File: config.mk
export PLATFORM = sky130hd
export DESIGN_NAME = fb_rect_filler
export DESIGN_NICKNAME = d
export VERILOG_FILES = /design/src/rtl/fb_rect_filler.sv
export SDC_FILE = /design/constraint.sdc
export NUM_CORES = 1
export LEC_CHECK = 0
export ABC_AREA = 1
export BUFFER_PORTS_ARGS = -buffer_cell sky130_fd_sc_hd__buf_2
export CAP_MARGIN = 15
export CORE_AREA = 2 2 123 125
export CTS_CLUSTER_DIAMETER = 60
export DETAILED_ROUTE_END_ITERATION = 8
export DIE_AREA = 0 0 125 127
export GPL_TIMING_DRIVEN = 0
export HOLD_SLACK_MARGIN = 0.02
export PLACE_DENSITY = 0.64
export SYNTH_ARGS = -nofsm -noshare
export SYNTH_HDL_FRONTEND = slang
export SYNTH_SLANG_ARGS = --single-unit
File: constraint.sdc
create_clock -name clk -period 2.1 [get_ports clk]
set_input_delay 0.21 -clock clk [delete_from_list [all_inputs] [get_ports clk]]
set_output_delay 0.21 -clock clk [all_outputs]
set_load 0.02 [all_outputs]
File: src/rtl/fb_rect_filler.sv
// Rectangle-fill engine: walks a rectangle in raster order, one framebuffer write per cell.
// Optional macro FB_RECT_FILLER_CLIP_EN clamps out-of-range corners instead of rejecting.
module fb_rect_filler #(
    parameter int FB_W = 128,
    parameter int FB_H = 64,
    parameter int XW   = 8,
    parameter int YW   = 8
) (
    input  logic          clk,
    input  logic          rst,
    input  logic          cmd_valid,
    output logic          cmd_ready,
    input  logic [XW-1:0] cmd_x0,
    input  logic [YW-1:0] cmd_y0,
    input  logic [XW-1:0] cmd_x1,
    input  logic [YW-1:0] cmd_y1,
    input  logic [1:0]    cmd_mode,
    input  logic [7:0]    cmd_data,
    output logic          busy,
    output logic          done,
    output logic          err,
    output logic          fb_we,
    output logic [XW-1:0] fb_w_xpos,
    output logic [YW-1:0] fb_w_ypos,
    output logic [7:0]    fb_din,
    input  logic          fb_w_data_valid
);

    // Index is at least 8 bits so the ramp mode can always take index[7:0].
    localparam int IW_RAW = $clog2(FB_W * FB_H);
    localparam int IW     = (IW_RAW > 8) ? IW_RAW : 8;

    typedef enum logic [2:0] {
        S_IDLE,
        S_LATCH,
        S_ISSUE,
        S_WAIT_ACK,
        S_RELEASE,
        S_DONE
    } state_t;

    state_t        r_state;
    logic          r_cmd_ready;
    logic          r_busy;
    logic          r_done;
    logic          r_err;
    logic          r_fb_we;
    logic [XW-1:0] r_fb_x;
    logic [YW-1:0] r_fb_y;
    logic [7:0]    r_fb_din;

    logic [XW-1:0] r_x0, r_x1, r_xl, r_xh, r_cur_x;
    logic [YW-1:0] r_y0, r_y1, r_yl, r_yh, r_cur_y;
    logic [1:0]    r_mode;
    logic [7:0]    r_data;
    logic [IW-1:0] r_index;

    logic [XW-1:0] w_xl, w_xh, w_xl_n, w_xh_n;
    logic [YW-1:0] w_yl, w_yh, w_yl_n, w_yh_n;
    logic          w_oob;
    logic          w_last;
    logic [7:0]    w_din;

    assign w_xl = (r_x0 < r_x1) ? r_x0 : r_x1;
    assign w_xh = (r_x0 < r_x1) ? r_x1 : r_x0;
    assign w_yl = (r_y0 < r_y1) ? r_y0 : r_y1;
    assign w_yh = (r_y0 < r_y1) ? r_y1 : r_y0;

`ifdef FB_RECT_FILLER_CLIP_EN
    assign w_xl_n = (32'(w_xl) >= FB_W) ? XW'(FB_W - 1) : w_xl;
    assign w_xh_n = (32'(w_xh) >= FB_W) ? XW'(FB_W - 1) : w_xh;
    assign w_yl_n = (32'(w_yl) >= FB_H) ? YW'(FB_H - 1) : w_yl;
    assign w_yh_n = (32'(w_yh) >= FB_H) ? YW'(FB_H - 1) : w_yh;
    assign w_oob  = 1'b0;
`else
    assign w_xl_n = w_xl;
    assign w_xh_n = w_xh;
    assign w_yl_n = w_yl;
    assign w_yh_n = w_yh;
    // The max corner covers both corners of each axis.
    assign w_oob  = (32'(w_xh) >= FB_W) || (32'(w_yh) >= FB_H);
`endif

    assign w_last = (r_cur_x == r_xh) && (r_cur_y == r_yh);

    always_comb begin
        w_din = r_data;
        case (r_mode)
            2'd0:    w_din = r_data;
            2'd1:    w_din = 8'h00;
            2'd2:    w_din = (r_cur_x[0] ^ r_cur_y[0]) ? ~r_data : r_data;
            default: w_din = r_data + r_index[7:0];
        endcase
    end

    always_ff @(posedge clk) begin
        if (rst) begin
            r_state     <= S_IDLE;
            r_cmd_ready <= 1'b0;
            r_busy      <= 1'b0;
            r_done      <= 1'b0;
            r_err       <= 1'b0;
            r_fb_we     <= 1'b0;
            r_fb_x      <= '0;
            r_fb_y      <= '0;
            r_fb_din    <= '0;
            r_x0        <= '0;
            r_x1        <= '0;
            r_y0        <= '0;
            r_y1        <= '0;
            r_xl        <= '0;
            r_xh        <= '0;
            r_yl        <= '0;
            r_yh        <= '0;
            r_cur_x     <= '0;
            r_cur_y     <= '0;
            r_mode      <= '0;
            r_data      <= '0;
            r_index     <= '0;
        end else begin
            r_done <= 1'b0;
            r_err  <= 1'b0;
            case (r_state)
                S_IDLE: begin
                    if (cmd_valid && r_cmd_ready) begin
                        r_x0        <= cmd_x0;
                        r_x1        <= cmd_x1;
                        r_y0        <= cmd_y0;
                        r_y1        <= cmd_y1;
                        r_mode      <= cmd_mode;
                        r_data      <= cmd_data;
                        r_cmd_ready <= 1'b0;
                        r_busy      <= 1'b1;
                        r_state     <= S_LATCH;
                    end else begin
                        r_cmd_ready <= 1'b1;
                    end
                end
                S_LATCH: begin
                    if (w_oob) begin
                        r_err       <= 1'b1;
                        r_busy      <= 1'b0;
                        r_cmd_ready <= 1'b1;
                        r_state     <= S_IDLE;
                    end else begin
                        r_xl    <= w_xl_n;
                        r_xh    <= w_xh_n;
                        r_yl    <= w_yl_n;
                        r_yh    <= w_yh_n;
                        r_cur_x <= w_xl_n;
                        r_cur_y <= w_yl_n;
                        r_index <= '0;
                        r_state <= S_ISSUE;
                    end
                end
                S_ISSUE: begin
                    r_fb_we  <= 1'b1;
                    r_fb_x   <= r_cur_x;
                    r_fb_y   <= r_cur_y;
                    r_fb_din <= w_din;
                    r_state  <= S_WAIT_ACK;
                end
                S_WAIT_ACK: begin
                    if (fb_w_data_valid) begin
                        r_fb_we <= 1'b0;
                        r_state <= S_RELEASE;
                    end
                end
                S_RELEASE: begin
                    // Ack must drop before the next write, guaranteeing an fb_we-low gap.
                    if (!fb_w_data_valid) begin
                        r_index <= r_index + 1'b1;
                        if (r_cur_x == r_xh) begin
                            r_cur_x <= r_xl;
                            r_cur_y <= r_cur_y + 1'b1;
                        end else begin
                            r_cur_x <= r_cur_x + 1'b1;
                        end
                        if (w_last) begin
                            r_done  <= 1'b1;
                            r_state <= S_DONE;
                        end else begin
                            r_state <= S_ISSUE;
                        end
                    end
                end
                S_DONE: begin
                    r_busy      <= 1'b0;
                    r_cmd_ready <= 1'b1;
                    r_state     <= S_IDLE;
                end
                default: r_state <= S_IDLE;
            endcase
        end
    end

    assign cmd_ready = r_cmd_ready;
    assign busy      = r_busy;
    assign done      = r_done;
    assign err       = r_err;
    assign fb_we     = r_fb_we;
    assign fb_w_xpos = r_fb_x;
    assign fb_w_ypos = r_fb_y;
    assign fb_din    = r_fb_din;

endmodule

==> results.sh <==
export IMPL_status="finished with violations"
export IMPL_violations="setup timing"
export IMPL_fp_row_count=44
export IMPL_required_ns=2.37
export IMPL_cts_path_max_buffers=2
export IMPL_first_pass_iters=8
export IMPL_start_util_pct=44.6
export IMPL_power_density_mw_per_mm2=1710
export IMPL_fin_crit_sh_pct=101
export IMPL_startpoint_type="flip-flop"
export IMPL_cp_num_buf_inv=1
export IMPL_antenna_found_initial=0
export IMPL_synth_top_cell_area_share_pct=38.0
export IMPL_final_setup_worst_slack_ns=-0.0153
export IMPL_yosysMostFrequentCell="nand2_1"
export IMPL_synthTopCellsByArea="dfxtp_1, a21oi_1, nand2_1, o21ai_0, inv_1"
export IMPL_holdCritPathClass="in2reg"
export IMPL_syn_area_per_cell_um2=6.92
export IMPL_h_tree_depth=4
export IMPL_grt_overflow=0
export IMPL_clk_latency_ns=0.42
export IMPL_synth_largest_area_cell="dfxtp_1"
export IMPL_finalPower_mw=14.1
export IMPL_fin_crit_ns=2.12
export IMPL_vdd_ir_drop_max_mv=1.10
export IMPL_holdWs_ns=0.0481
export IMPL_grt_use_total_pct=24.7
export IMPL_vias=6637
export IMPL_grt_max_degree=17
export IMPL_fmax_mhz=473
export IMPL_cts_tree="done"
export IMPL_worstMarginPinSlew_ns=0.752
export IMPL_dp_final_hpwl_mm=14.2
export IMPL_areaGrowthSynthToFinish_pct=28.2
export IMPL_async_flop_share_pct=0
export IMPL_slowest_delay_ns=0.35
export IMPL_numClockSinks=122
export IMPL_rrSetupSlack_ns=-0.02
export IMPL_grt_pass1_wl_mm=30.8
export IMPL_synth_nets=999
export IMPL_n_antenna_cell=0
export IMPL_synth_common_cells="nand2_1, a21oi_1, dfxtp_1"
export IMPL_r2r_end="r_cur_x[6]"
export IMPL_core_area_mm2=0.0144
export IMPL_wl_mm=20.7
export IMPL_placed_cells=1185
export IMPL_pin_count=75
export IMPL_hold_viol=0
export IMPL_synth_flop_cell="dfxtp_1"
export IMPL_r2r_cells=12
export IMPL_finalNonFillerCells=1233
export IMPL_ant_nets=0
export IMPL_slew_headroom_pct=49.9
export IMPL_critPathArrivalTime_ns=2.39
export IMPL_end_kind="flip-flop"
export IMPL_synth_cells=928
export IMPL_cts_buffers=17
export IMPL_drive_above_1_share_pct=23.2
export IMPL_cts_hold_buffers=0
export IMPL_finalSetupViolCount=6
export IMPL_final_nets=1107
export IMPL_clk_pin_slew_ns=0.06
export IMPL_cts_root_buf="clkbuf_16"
export IMPL_dieHeight_um=127
export IMPL_timing_rr_start="r_x0[4]"
export IMPL_crit_fanout=8
export IMPL_crit_type="reg2reg"
export IMPL_drv_slew=0
export IMPL_crit_chain="ha_1 -> a21oi_2 -> nor2_1 -> nor3_2 -> nand2_4 -> nand2_2 -> nand4_1 -> nand2_4 -> nand2_8 -> buf_6 -> nand2_2 -> a21oi_1"
export IMPL_synth_seq_cells=122
export IMPL_finClkSkew_ns=0.00679
export IMPL_synth_cell_types=35
export IMPL_die_w_um=125
export IMPL_fin_tns_setup_ns=-0.0577
export IMPL_avgRoutedWirePerCell_um=16.8
export IMPL_drc_errors=0
export IMPL_drt_iter0_drc=520
export IMPL_maxCapViolCount=0
export IMPL_cpMaxStageDelayCell="dfxtp_1"
export IMPL_cp_depth=12
export IMPL_dieArea_mm2=0.0159
export IMPL_rsz0062_at_grt="true"
export IMPL_via_per_inst=5.38
export IMPL_yosysWarnings=0
export IMPL_numPortBuffers=73
export IMPL_leakage_nw=3.52
export IMPL_path_delay_family="simple AND/OR/NAND/NOR gates"
export IMPL_grt_pass1_vias=5946
export IMPL_synth_edf_count=0
export IMPL_gp_congestion=0.878
export IMPL_crit_path_start="r_x0[4]"
export IMPL_synth_area_mm2=0.00643
export IMPL_ys_seq_area_share_pct=38.0
export IMPL_crit_end="r_cur_x[6]"
[what timing repair did]
action                                  4_1_cts  5_1_grt
endpoints found under the setup margin       48       70
buffers inserted                              3        7
pin swaps                                     6       27
gates cloned                                  1        5
gates resized for setup                      25      127
[layer usage]
layer	vias to the layer above	global-route usage, %	wire length (um)
met5	-	0	0
met2	220	41.4	9930
li1	3300	-	-
met1	3074	32.3	9100
met4	0	7.71	488
met3	43	4.82	1160
[sequential cells by signal, indices dropped and copies added, names as in the netlist, 2 cells and up]
register,cells
r_x1,8
r_xh,8
r_data,8
fb_din,8
r_xl,8
fb_w_ypos,8
r_mode,2
r_y0,8
r_cur_x,8
r_x0,8
r_index,8
r_yh,8
r_cur_y,8
r_y1,8
r_state,3
fb_w_xpos,8
[metrics by stage]
step	worst slack [ns]	instance area, um^2	util [%]
after global routing	-0.125	8240	57.1
after detailed placement	-0.153	7020	48.7
final	-0.0153	8240	57.1
after CTS	-0.00519	7730	53.6
after global placement	-0.117	7020	48.7
after floorplan	0.177	6430	-
[cells by family after synthesis]
logic type               share of synthesized area (%)
AO/OA/AOI/OAI                                     21.2
XOR/XNOR                                          2.86
adder cells (fa/ha/maj)                           4.98
buffers and inverters                             10.2
flip-flops                                        38.0
AND/OR/NAND/NOR                                   22.7
[layout make-up]
cell class,count,area (um^2)
clock inverters,13,175
multi-input cells,640,3640
plain buffers,49,293
inverters,118,443
clock buffers,19,443
flip-flops and latches,122,2460
fillers,1424,6180
repair buffers,88,549
well taps,184,230
[worst register-to-register path, stage by stage, from the launching register on]
cell	delay [ns]
dfxtp_1	0.35
ha_1	0.23
a21oi_2	0.14
nor2_1	0.06
nor3_2	0.26
nand2_4	0.11
nand2_2	0.10
nand4_1	0.14
nand2_4	0.22
nand2_8	0.11
buf_6	0.16
nand2_2	0.05
a21oi_1	0.05
[power breakdown]
| part | switching (mW) | internal [mW] | total (mW) |
|---|---|---|---|
| logic | 4.90 | 2.70 | 7.60 |
| registers | 0.463 | 2.94 | 3.41 |
| clock network | 1.11 | 2.00 | 3.11 |
| total | 6.47 | 7.65 | 14.1 |
[placed cells by master, fill, tap and decap left out, drive strengths merged, types with 2 or more instances in the layout]
master and n:
xnor2 6, nor3 8, nor2 66, o21a 2, inv 118, nand2 168, a31oi 5, xor2 15
ha 24, dfxtp 122, nand4 18, a21oi 129, o21ai 126, buf 101, clkinvlp 4, clkbuf 55
bufinv 4, clkinv 5, nand3 66
[worst min-delay path by stage]
stage / slack [ns] / from / cells after the start / end
6_report: 0.05 / cmd_x0[6] / 3 / r_x0[6]
3_5_place_dp: 0.44 / r_yh[6] / 2 / r_yh[6]
3_3_place_gp: 0.44 / r_yh[6] / 2 / r_yh[6]
4_1_cts: 0.05 / cmd_x0[3] / 3 / r_x0[3]
5_1_grt: 0.06 / cmd_x0[3] / 3 / r_x0[3]
2_1_floorplan: 0.29 / fb_w_data_valid / 1 / done
Power figures use the tool's default switching activity.
